$ cat config.mk
export PLATFORM = sky130hd
export DESIGN_NAME = fifo_synch_1rnw
export DESIGN_NICKNAME = d
export VERILOG_FILES = /design/src/rtl/fifo_synch_1rnw.sv
export SDC_FILE = /design/constraint.sdc
export NUM_CORES = 1
export LEC_CHECK = 0
export ABC_CLOCK_PERIOD_IN_PS = 5100
export CELL_PAD_IN_SITES_DETAIL_PLACEMENT = 1
export CELL_PAD_IN_SITES_GLOBAL_PLACEMENT = 2
export CORE_AREA = 2 2 88 81
export DETAILED_ROUTE_END_ITERATION = 16
export DIE_AREA = 0 0 90 83
export DONT_BUFFER_PORTS = 1
export GPL_TIMING_DRIVEN = 0
export PLACE_DENSITY_LB_ADDON = 0.15
export SYNTH_ARGS = -nofsm -noshare
export SYNTH_HDL_FRONTEND = slang
export SYNTH_SLANG_ARGS = --single-unit
export TNS_END_PERCENT = 5
$ cat constraint.sdc
create_clock -name clk_i -period 5.1 [get_ports clk_i]
set_input_delay 1.02 -clock clk_i [delete_from_list [all_inputs] [get_ports clk_i]]
set_output_delay 1.02 -clock clk_i [all_outputs]
set_load 0.05 [all_outputs]
$ cat src/rtl/fifo_synch_1rnw.sv
// fifo_synch_1rnw
//   Synchronous FIFO with an n_write_p-word enqueue and a one-word dequeue.
//   Wide lane vectors from compute stages go in, and narrow consumers drain
//   them one word at a time. The input uses a valid/ready handshake and the
//   output uses a valid/yumi handshake.
//
// Ports
//   clk_i      clock; all state changes on the rising edge
//   reset_n_i  asynchronous active-low reset
//   data_i     lane vector to enqueue; lane 0 is the oldest word
//   valid_i    producer is presenting data_i
//   ready_o    at least n_write_p slots are free
//   num_i      number of valid lanes (only with FIFO_1RNW_PARTIAL_EN)
//   valid_o    FIFO is non-empty
//   data_o     word at the head of the queue (don't-care while valid_o=0)
//   yumi_i     consumer takes data_o this cycle
//   count_o    current occupancy, 0..cap_p
//
// Build option
//   FIFO_1RNW_PARTIAL_EN  adds num_i, so an enqueue can write fewer than
//                         n_write_p lanes.
module fifo_synch_1rnw #(
   parameter int width_p     = 8,
   parameter int ptr_width_p = 3,
   parameter int n_write_p   = 4
) (
   input  logic                              clk_i,
   input  logic                              reset_n_i,
   input  logic [n_write_p-1:0][width_p-1:0] data_i,
   input  logic                              valid_i,
   output logic                              ready_o,
`ifdef FIFO_1RNW_PARTIAL_EN
   input  logic [$clog2(n_write_p+1)-1:0]    num_i,
`endif
   output logic                              valid_o,
   output logic [width_p-1:0]                data_o,
   input  logic                              yumi_i,
   output logic [ptr_width_p:0]              count_o
);

   localparam int cap_p = 1 << ptr_width_p;

   logic [width_p-1:0]   mem [cap_p];
   logic [ptr_width_p:0] rd_ptr, wr_ptr;
   logic [ptr_width_p:0] n_lanes;   // lanes written by the current enqueue
   logic                 ready_en;  // low during reset and until the first edge after release
   logic                 enq, deq;

   // The pointers carry one extra wrap bit, so their difference is the
   // occupancy. This lets the design tell full from empty.
   assign count_o = wr_ptr - rd_ptr;
   assign valid_o = (count_o != '0);
   assign data_o  = mem[rd_ptr[ptr_width_p-1:0]];

   // ready_o uses the current occupancy only. A dequeue in the same cycle
   // does not free a slot early.
   assign ready_o = ready_en && ((cap_p - int'(count_o)) >= n_write_p);
   assign deq     = valid_o & yumi_i;

`ifdef FIFO_1RNW_PARTIAL_EN
   // An out-of-range lane count is clamped to n_write_p, so a vector can
   // never write more lanes than it has. num_i=0 writes nothing.
   always_comb begin
      n_lanes = (ptr_width_p+1)'(n_write_p);
      if (int'(num_i) < n_write_p)
         n_lanes = (ptr_width_p+1)'(num_i);
   end
   assign enq = valid_i & ready_o & (n_lanes != '0);
`else
   assign n_lanes = (ptr_width_p+1)'(n_write_p);
   assign enq     = valid_i & ready_o;
`endif

   // The storage is not reset. Lane slot addresses wrap modulo cap_p, so a
   // vector may straddle the end of the array.
   always_ff @(posedge clk_i) begin
      if (enq) begin
         for (int k = 0; k < n_write_p; k++) begin
            if (k < int'(n_lanes))
               mem[wr_ptr[ptr_width_p-1:0] + ptr_width_p'(k)] <= data_i[k];
         end
      end
   end

   always_ff @(posedge clk_i or negedge reset_n_i) begin
      if (!reset_n_i) begin
         rd_ptr   <= '0;
         wr_ptr   <= '0;
         ready_en <= 1'b0;
      end else begin
         ready_en <= 1'b1;
         if (enq) wr_ptr <= wr_ptr + n_lanes;
         if (deq) rd_ptr <= rd_ptr + 1'b1;
      end
   end

endmodule
Word-level counts from Yosys, hierarchy flattened
Memory sizes are Yosys's and may differ from the RTL's.
Index checks and enable logic that the tools add are counted.
{ "word_totals": {"reg_bits": 9, "mem_bits_rw": 64, "inputBits": 36, "out_inout_bits": 14, "wordCells": 18, "n_memories": 1} }
{ "op_classes": {"n_addsub": 7, "n_lt_le_gt_ge": 1, "muxes": 2, "bitwise_logic": 2, "n_reduce_logical": 2} }
{ "memory_table": {"columns": ["memory", "depth", "word_bits", "rd", "rd_clocked_by_memory_dff", "wr", "line_no", "source"], "rows": [
  ["mem", 8, 8, 1, 0, 4, "43", "logic [width_p-1:0] mem [cap_p];"]
]} }
{ "ops": {"columns": ["cell", "n"], "rows": [
  ["adder 3 x 2 -> 3 bit (second input constant)", 2],
  [">= comparator 5 x 4 -> 1 bit (second input constant)", 1],
  ["subtractor 4 x 4 -> 5 bit (first input constant)", 1],
  ["adder 4 x 1 -> 4 bit (second input constant)", 1],
  ["adder 4 x 3 -> 4 bit (second input constant)", 1],
  ["nonzero test 4 bit", 1],
  ["subtractor 4 bit", 1],
  ["adder 3 x 1 -> 3 bit (second input constant)", 1],
  ["bitwise AND 1 bit", 2],
  ["2-to-1 mux 1 bit", 2],
  ["logical AND 1 bit", 1]
]} }

Logic depth before layout (Yosys ltp)
Gate-level depths: netlist (run 1).
{ "logic_depth": {"word_depth": 7, "ltp_mapped": 8, "ltp_nobuf": 7} }

Worst setup path before layout (run 1)
No wires, ideal clock.
{ "synth_timing": {"path_kind": "register to register", "startpoint": "register rd_ptr[2]", "endpoint": "memory mem[0][0], enable pin", "setup_ps": 425, "arrival_time_ps": 3514, "required_time_ps": 4675, "setup_slack_ps": 1162, "stages_incl_launch_ff": 8, "path_buffers": 1, "synth_period_minus_slack_ps": 3938, "path_cell_list": "dfrtp_1 > buf_2 > clkinv_1 > ha_1 > a31oi_4 > xnor2_4 > mux2i_1 > nor2b_1"} }
{ "synth_lines": {"columns": ["element", "line_no", "source"], "rows": [
  ["start, declared", "44", "logic [ptr_width_p:0] rd_ptr, wr_ptr;"],
  ["start signal, assigned", "93", "if (deq) rd_ptr <= rd_ptr + 1'b1;"],
  ["end, declared", "43", null]
]} }

Final worst setup path (run 1)
{ "layout_timing": {"startpoint": "register rd_ptr[2]", "endpoint": "output port ready_o"} }
{ "layout_via": {"elab_chain_len": 4} }
{ "layout_lines": {"columns": ["element", "line_no", "source"], "rows": [
  ["subtractor 4 bit", "51", "assign count_o = wr_ptr - rd_ptr;"],
  ["net count_o[3]", "38", "output logic [ptr_width_p:0] count_o"],
  ["subtractor 4 x 4 -> 5 bit", "57", "assign ready_o = ready_en && ((cap_p - int'(count_o)) >= n_write_p);"],
  [">= comparator 5 x 4 -> 1 bit", "57", null],
  ["logical AND 1 bit", "57", null],
  ["end, declared", "31", "output logic ready_o,"]
]} }
The timed path passes the listed nets, and every way through them passes these cells.

==> impl_metrics.env, run 1 <==
export IMPL_status="finished, final reports clean"
export IMPL_grt_pass1_vias=1670
export IMPL_die_area_um2=7470
export IMPL_grt_max_degree=33
export IMPL_fillers=598
export IMPL_synth_cells=157
export IMPL_io_pins=50
export IMPL_synthFlopType="edfxtp_1"
export IMPL_syn_to_final_growth_pct=12.5
export IMPL_tightest_slew_ns=1.05
export IMPL_synth_distinct_cells=36
export IMPL_place_gp_congestion=0.747
export IMPL_yosys_area_top_type="edfxtp_1"
export IMPL_r2r_slack_ns=1.31
export IMPL_synth_top_area_share_pct=65.3
export IMPL_hold_violations=0
export IMPL_wl_met2_um=2800
export IMPL_dr_wl_met3_um=420
export IMPL_cts_setup_buffers=0
export IMPL_core_area_um2=6520
export IMPL_post_cts_resize_count=0
export IMPL_firstDrtPassIters=4
export IMPL_cap_violations=0
export IMPL_min_period_ns=4.27
export IMPL_die_w_um=90
export IMPL_r2r_start="rd_ptr[2]"
export IMPL_clk_pin_slew_ns=0.08
export IMPL_worstSkewPairLatency_ns=0.33
export IMPL_rsz0062_at_grt="false"
export IMPL_critical_path_class="flop to output port"
export IMPL_cp_required_ns=4.08
export IMPL_via_count=1382
export IMPL_setup_viol=0
export IMPL_top_layer="met3"
export IMPL_design_area_um2=3310
export IMPL_gr_usage_all_layers_pct=15.9
export IMPL_final_util_pct=50.8
export IMPL_drt_initial_drc_count=74
export IMPL_synth_adder_area_share_pct=1.70
export IMPL_cts_hold_buf=0
export IMPL_clock_fmax_mhz=234
export IMPL_gr_total_overflow=0
export IMPL_antenna_found_initial=0
export IMPL_finalNonFillerCells=264
export IMPL_port_buffers=0
export IMPL_muxShareOfSynthArea_pct=13.9
export IMPL_synth_simple_gate_area_share_pct=5.87
export IMPL_drc=0
export IMPL_synth_edf_count=64
export IMPL_grt_pass1_wl_um=8800
export IMPL_cp_start_kind="flop"
export IMPL_hp_class="primary input to asynchronous set/reset pin"
export IMPL_cts_inserted_buffers=9
export IMPL_cp_max_fo=10
export IMPL_period_share_pct=83.7
export IMPL_end_kind="output port"
export IMPL_fin_nets=209
export IMPL_crit_start="rd_ptr[2]"
export IMPL_start_util_pct=45.2
export IMPL_ff2ff_path_depth=7
export IMPL_via_per_inst=5.23
export IMPL_synthTopCellsByArea="edfxtp_1 65%, mux4_2 9.2%, dfrtp_1 6.0%, nand2_1 3.7%, mux4_1 3.6%"
export IMPL_diodes=0
export IMPL_postSynth_asyncResetShare_pct=9.86
export IMPL_rows=28
export IMPL_cts_tree="built"
export IMPL_arrival_ns=3.25
export IMPL_wl_met1_um=2120
export IMPL_place_inst=248
export IMPL_maxSlewViolCount=0
export IMPL_synth_top_family_by_area="multiplexers"
export IMPL_syn_nets=197
export IMPL_synth_compound_area_share_pct=2.08
export IMPL_final_antenna_net_count=0
export IMPL_synth_area_um2=2940
export IMPL_cts_root_buffer_cell="clkbuf_8"
export IMPL_synth_xor_area_share_pct=3.27
export IMPL_wire_per_inst_um=20.2
export IMPL_relSlewSlack_pct=29.7
export IMPL_seq_area_frac_synth_pct=71.3
export IMPL_finClkSkew_ns=0.00513
export IMPL_drive_gt1_share_pct=24.1
export IMPL_cts_buffer_depth=2
export IMPL_yosys_warnings=0
export IMPL_dpl_cell_area_um2=3100
export IMPL_die_h_um=83
export IMPL_r2r_end="mem[1][3]"
export IMPL_dp_hpwl_um=3720
export IMPL_clock_sinks=71
export IMPL_cts_max_level=3
export IMPL_drt_wl_total_um=5340
export IMPL_synth_seq_cells=71
export IMPL_syn_area_per_cell_um2=18.7
-- area by class of cell --
class / instances / area, um^2 / share of cell area [%]
clock buffers: 10 / 128 / 3.85
flip-flops and latches: 71 / 2100 / 63.3
inverters: 3 / 11.3 / 0.340
plain buffers: 6 / 40.0 / 1.21
repair buffers: 1 / 27.5 / 0.831
multi-input cells: 77 / 811 / 24.5
clock inverters: 6 / 85.1 / 2.57
well taps: 90 / 113 / 3.40
-- layout by cell type (no fill, tap or decap), types with 2 or more instances in the layout --
master	Yosys	layout
nor2_1	2	2
xnor2_1	3	3
ha_1	4	4
buf_2	2	2
bufinv_16	0	2
clkbuf_1	1	2
buf_4	2	2
mux4_2	12	12
mux4_1	4	4
nand2_1	29	29
clkinv_1	1	2
dfrtp_1	7	7
xor2_1	3	3
edfxtp_1	64	64
clkbuf_8	0	9
-- stage by stage --
stage          worst slack [ns]  setup TNS, ns  hold slack (ns)
3_3_place_gp             -0.123          -3.88            0.505
6_report                  0.833              0            0.379
3_5_place_dp               1.09              0            0.519
4_1_cts                   0.716              0            0.361
2_1_floorplan              1.16              0            0.492
5_1_grt                   0.591              0            0.356
-- cell families (layout without fill, tap and decap cells) --
family	after synthesis	after routing
buffers and inverters	9	26
adder cells (fa/ha/maj)	4	4
flip-flops	71	71
AO/OA/AOI/OAI	6	6
other	1	1
XOR/XNOR	8	8
multiplexers	19	19
AND/OR/NAND/NOR	39	39
-- worst max path at each step --
| stage | to | slack [ns] | depth (start not counted) |
|---|---|---|---|
| 3_3_place_gp | mem[3][0] | -0.12 | 7 |
| 2_1_floorplan | mem[0][0] | 1.16 | 7 |
| 5_1_grt | ready_o | 0.59 | 7 |
| 6_report | ready_o | 0.83 | 7 |
| 4_1_cts | ready_o | 0.72 | 7 |
| 3_5_place_dp | ready_o | 1.09 | 7 |
-- synth_stat cells, drive strengths merged (3+ instances only) --
master   n
nand2   29
mux4    16
buf      5
xnor2    5
ha       4
xor2     3
edfxtp  64
nor2     3
dfrtp    7
-- metal layers --
layer	vias up	GRT usage [%]
li1	630	-
met1	709	19.1
met2	43	26.5
met3	0	6.72
met4	0	4.62
met5	-	0
-- flip-flops by register name, summed over array words and instances (netlist names) --
register  count
mem          64
rd_ptr        4
ready_en      1
wr_ptr        2
-- critical path, cell delays in order, from the launching register on --
cell	delay, ns
dfrtp_1	0.33
buf_2	0.26
clkinv_1	0.40
ha_1	0.55
a31oi_4	0.14
xnor2_4	0.55
and3_1	0.26
o21a_1	0.44
Power of run 1 is left out: the tool's default activity adds up to more than one toggle a clock period on the data nets, which glitch-free logic cannot reach.
==> run 2: changes to the inputs <==
- ABC_AREA: not set -> 1
- ABC_CLOCK_PERIOD_IN_PS: 5100 -> 3700
- CORE_AREA: 2 2 88 81 -> 2 2 99 91
- DIE_AREA: 0 0 90 83 -> 0 0 101 93
- clock period: 5.1 -> 3.7 ns (I/O delays scaled with it)
==> impl_metrics.env, run 2 <==
export IMPL_drc=0
export IMPL_period_share_pct=95.0
export IMPL_via_count=1895
export IMPL_cts_max_level=3
export IMPL_cts_hold_buf=0
export IMPL_firstDrtPassIters=4
export IMPL_cap_violations=0
export IMPL_cts_root_buffer_cell="clkbuf_8"
export IMPL_yosys_area_top_type="edfxtp_1"
export IMPL_synthTopCellsByArea="edfxtp_1 63%, dfrtp_1 5.8%, nand2_1 4.9%, nor2_1 4.2%, o21ai_0 4.0%"
export IMPL_largest_reg_flops=64
export IMPL_min_period_ns=3.51
export IMPL_io_pins=50
export IMPL_synth_area_um2=3040
export IMPL_cp_required_ns=2.96
export IMPL_start_util_pct=36.1
export IMPL_status="finished, final reports clean"
export IMPL_post_place_ws_ns=-0.0486
export IMPL_r2r_slack_ns=0.28
export IMPL_diodes=0
export IMPL_yosys_warnings=0
export IMPL_via_per_inst=5.11
export IMPL_grt_max_degree=27
export IMPL_r2r_start="rd_ptr[1]"
export IMPL_syn_to_final_growth_pct=11.7
export IMPL_cts_buffer_depth=2
export IMPL_fin_nets=304
export IMPL_place_gp_congestion=0.731
export IMPL_cts_inserted_buffers=9
export IMPL_antenna_found_initial=0
export IMPL_grt_pass1_wl_um=11600
export IMPL_port_buffers=0
export IMPL_drt_initial_drc_count=57
export IMPL_synthFlopType="edfxtp_1"
export IMPL_dpl_cell_area_um2=3220
export IMPL_synth_seq_cells=71
export IMPL_synth_most_common_cell="edfxtp_1"
export IMPL_design_area_um2=3390
export IMPL_synth_edf_count=64
export IMPL_end_kind="output port"
export IMPL_syn_nets=292
export IMPL_grt_pass1_vias=2062
export IMPL_drive_gt1_share_pct=19.7
export IMPL_hold_violations=0
export IMPL_relSlewSlack_pct=43.4
export IMPL_clock_sinks=71
export IMPL_rsz0062_at_grt="false"
export IMPL_final_common_cell="edfxtp_1"
export IMPL_seq_area_frac_synth_pct=69.1
export IMPL_die_w_um=101
export IMPL_arrival_ns=2.77
export IMPL_synth_top_area_share_pct=63.3
export IMPL_syn_area_per_cell_um2=12.0
export IMPL_tightest_slew_ns=0.848
export IMPL_maxSlewViolCount=0
export IMPL_postSynth_asyncResetShare_pct=9.86
export IMPL_hp_class="primary input to asynchronous set/reset pin"
export IMPL_setup_viol=0
export IMPL_synth_cells=252
export IMPL_worstSkewPairLatency_ns=0.35
export IMPL_die_area_um2=9390
export IMPL_ff2ff_path_depth=12
export IMPL_clock_fmax_mhz=285
export IMPL_p_leak_nw=1.23
export IMPL_synth_top_cells_by_count="64 x edfxtp_1, 40 x nand2_1, 34 x nor2_1, 24 x o21ai_0, 16 x o22ai_1"
export IMPL_fin_ws_ns=0.185
export IMPL_synth_distinct_cells=27
export IMPL_r2r_end="mem[1][2]"
export IMPL_hold_slack_ns=0.0761
export IMPL_cp_max_fo=11
export IMPL_gr_usage_all_layers_pct=17.3
export IMPL_total_power_mw=3.35
export IMPL_layout_common_cells="64 x edfxtp_1, 40 x nand2_1, 33 x nor2_1"
export IMPL_final_antenna_net_count=0
export IMPL_rows=32
export IMPL_die_h_um=93
export IMPL_core_area_um2=8410
export IMPL_finClkSkew_ns=0.00961
export IMPL_critical_path_class="flop to output port"
export IMPL_power_density_nw_per_um2=987
export IMPL_wire_per_inst_um=19.8
export IMPL_cts_tree="built"
export IMPL_gr_total_overflow=0
export IMPL_dp_hpwl_um=4880
export IMPL_cp_start_kind="flop"
export IMPL_clk_pin_slew_ns=0.08
export IMPL_peakVddDrop_mv=0.330
export IMPL_drt_wl_total_um=7350
export IMPL_fillers=930
==> run 2: changes by cell type after synthesis, moves of 4 or more <==
cell     previous run  this run
mux4_2             12         0
nand2_2             0         6
mux4_1              4         0
buf_2               2         7
nand3_2             0         4
nor2_1              2        34
nand2_1            29        40
o21ai_0             0        24
nand3_1             0         6
inv_1               1         8
o22ai_1             0        16
o21ai_1             1         9
==> run 2: metrics by stage <==
step	instances	TNS, ns	util [%]
after floorplan	252	0	-
after global placement	354	-26.92	37.6
after detailed placement	356	-0.793	38.3
after CTS	371	0	40.3
after global routing	371	0	40.3
final	371	0	40.3
==> run 2: what timing repair did <==
| item | in CTS | in global routing |
|---|---|---|
| pin swaps | 0 | 0 |
| setup buffers | 0 | 0 |
| gates cloned | 0 | 0 |
| hold endpoints to repair | 0 | 0 |
| setup endpoints to repair | 18 | 1 |
| resized for setup | 2 | 2 |
==> run 2: area by class of cell <==
class	count	area, um^2	area share (%)
Multi-Input combinational cell	156	828	24.4
Timing Repair Buffer	2	47.5	1.40
Tap cell	102	128	3.76
Inverter	13	56.3	1.66
Sequential cell	71	2100	61.9
Clock inverter	7	40.0	1.18
Clock buffer	9	124	3.65
Buffer	11	68.8	2.03
==> run 2: how the worst max path moves through the flow <==
stage | start | to | slack [ns] | cells past startpoint
global route | rd_ptr[0] | ready_o | 0.008 | 11
floorplan | rd_ptr[1] | mem[4][0] | 0.50 | 11
detailed placement | rd_ptr[2] | mem[2][3] | -0.05 | 12
CTS | rd_ptr[1] | ready_o | 0.08 | 11
global placement | rd_ptr[2] | mem[7][3] | -0.62 | 10
finish | rd_ptr[1] | ready_o | 0.19 | 11
==> run 2: cell families after synthesis <==
| kind of cell | synth area share, % |
|---|---|
| buffers and inverters | 4.12 |
| and+or+nand+nor | 14.6 |
| xor gates and xnor gates | 1.40 |
| AOI/OAI and AO/OA | 8.99 |
| other | 0.124 |
| adders and majority gates | 1.65 |
| DFF | 69.1 |
==> run 2: per-layer routing <==
layer / share of wire, % / global-route usage, % / up-vias
met1: 45 / 21.9 / 931
met3: 5.5 / 5.16 / 11
met2: 48 / 27.9 / 46
met4: 1.7 / 6.76 / 0
met5: 0 / 0 / -
li1: - / - / 907
==> run 2: report_power, final <==
group	switching [mW]	total, mW	internal [mW]
combinational	1.30	1.70	0.399
clock	0.292	0.529	0.237
sequential	0.0814	1.12	1.04
total	1.67	3.35	1.68
==> run 2: critical path, stage by stage (launching register included) <==
cell	delay, ns
dfrtp_1	0.41
buf_2	0.27
inv_2	0.15
buf_4	0.22
ha_2	0.52
inv_1	0.12
nand2_2	0.11
nor2_2	0.05
nand3_1	0.10
nand3_2	0.11
nand2_1	0.12
clkinvlp_4	0.25
No activity file was read; power rests on OpenSTA's default activity.
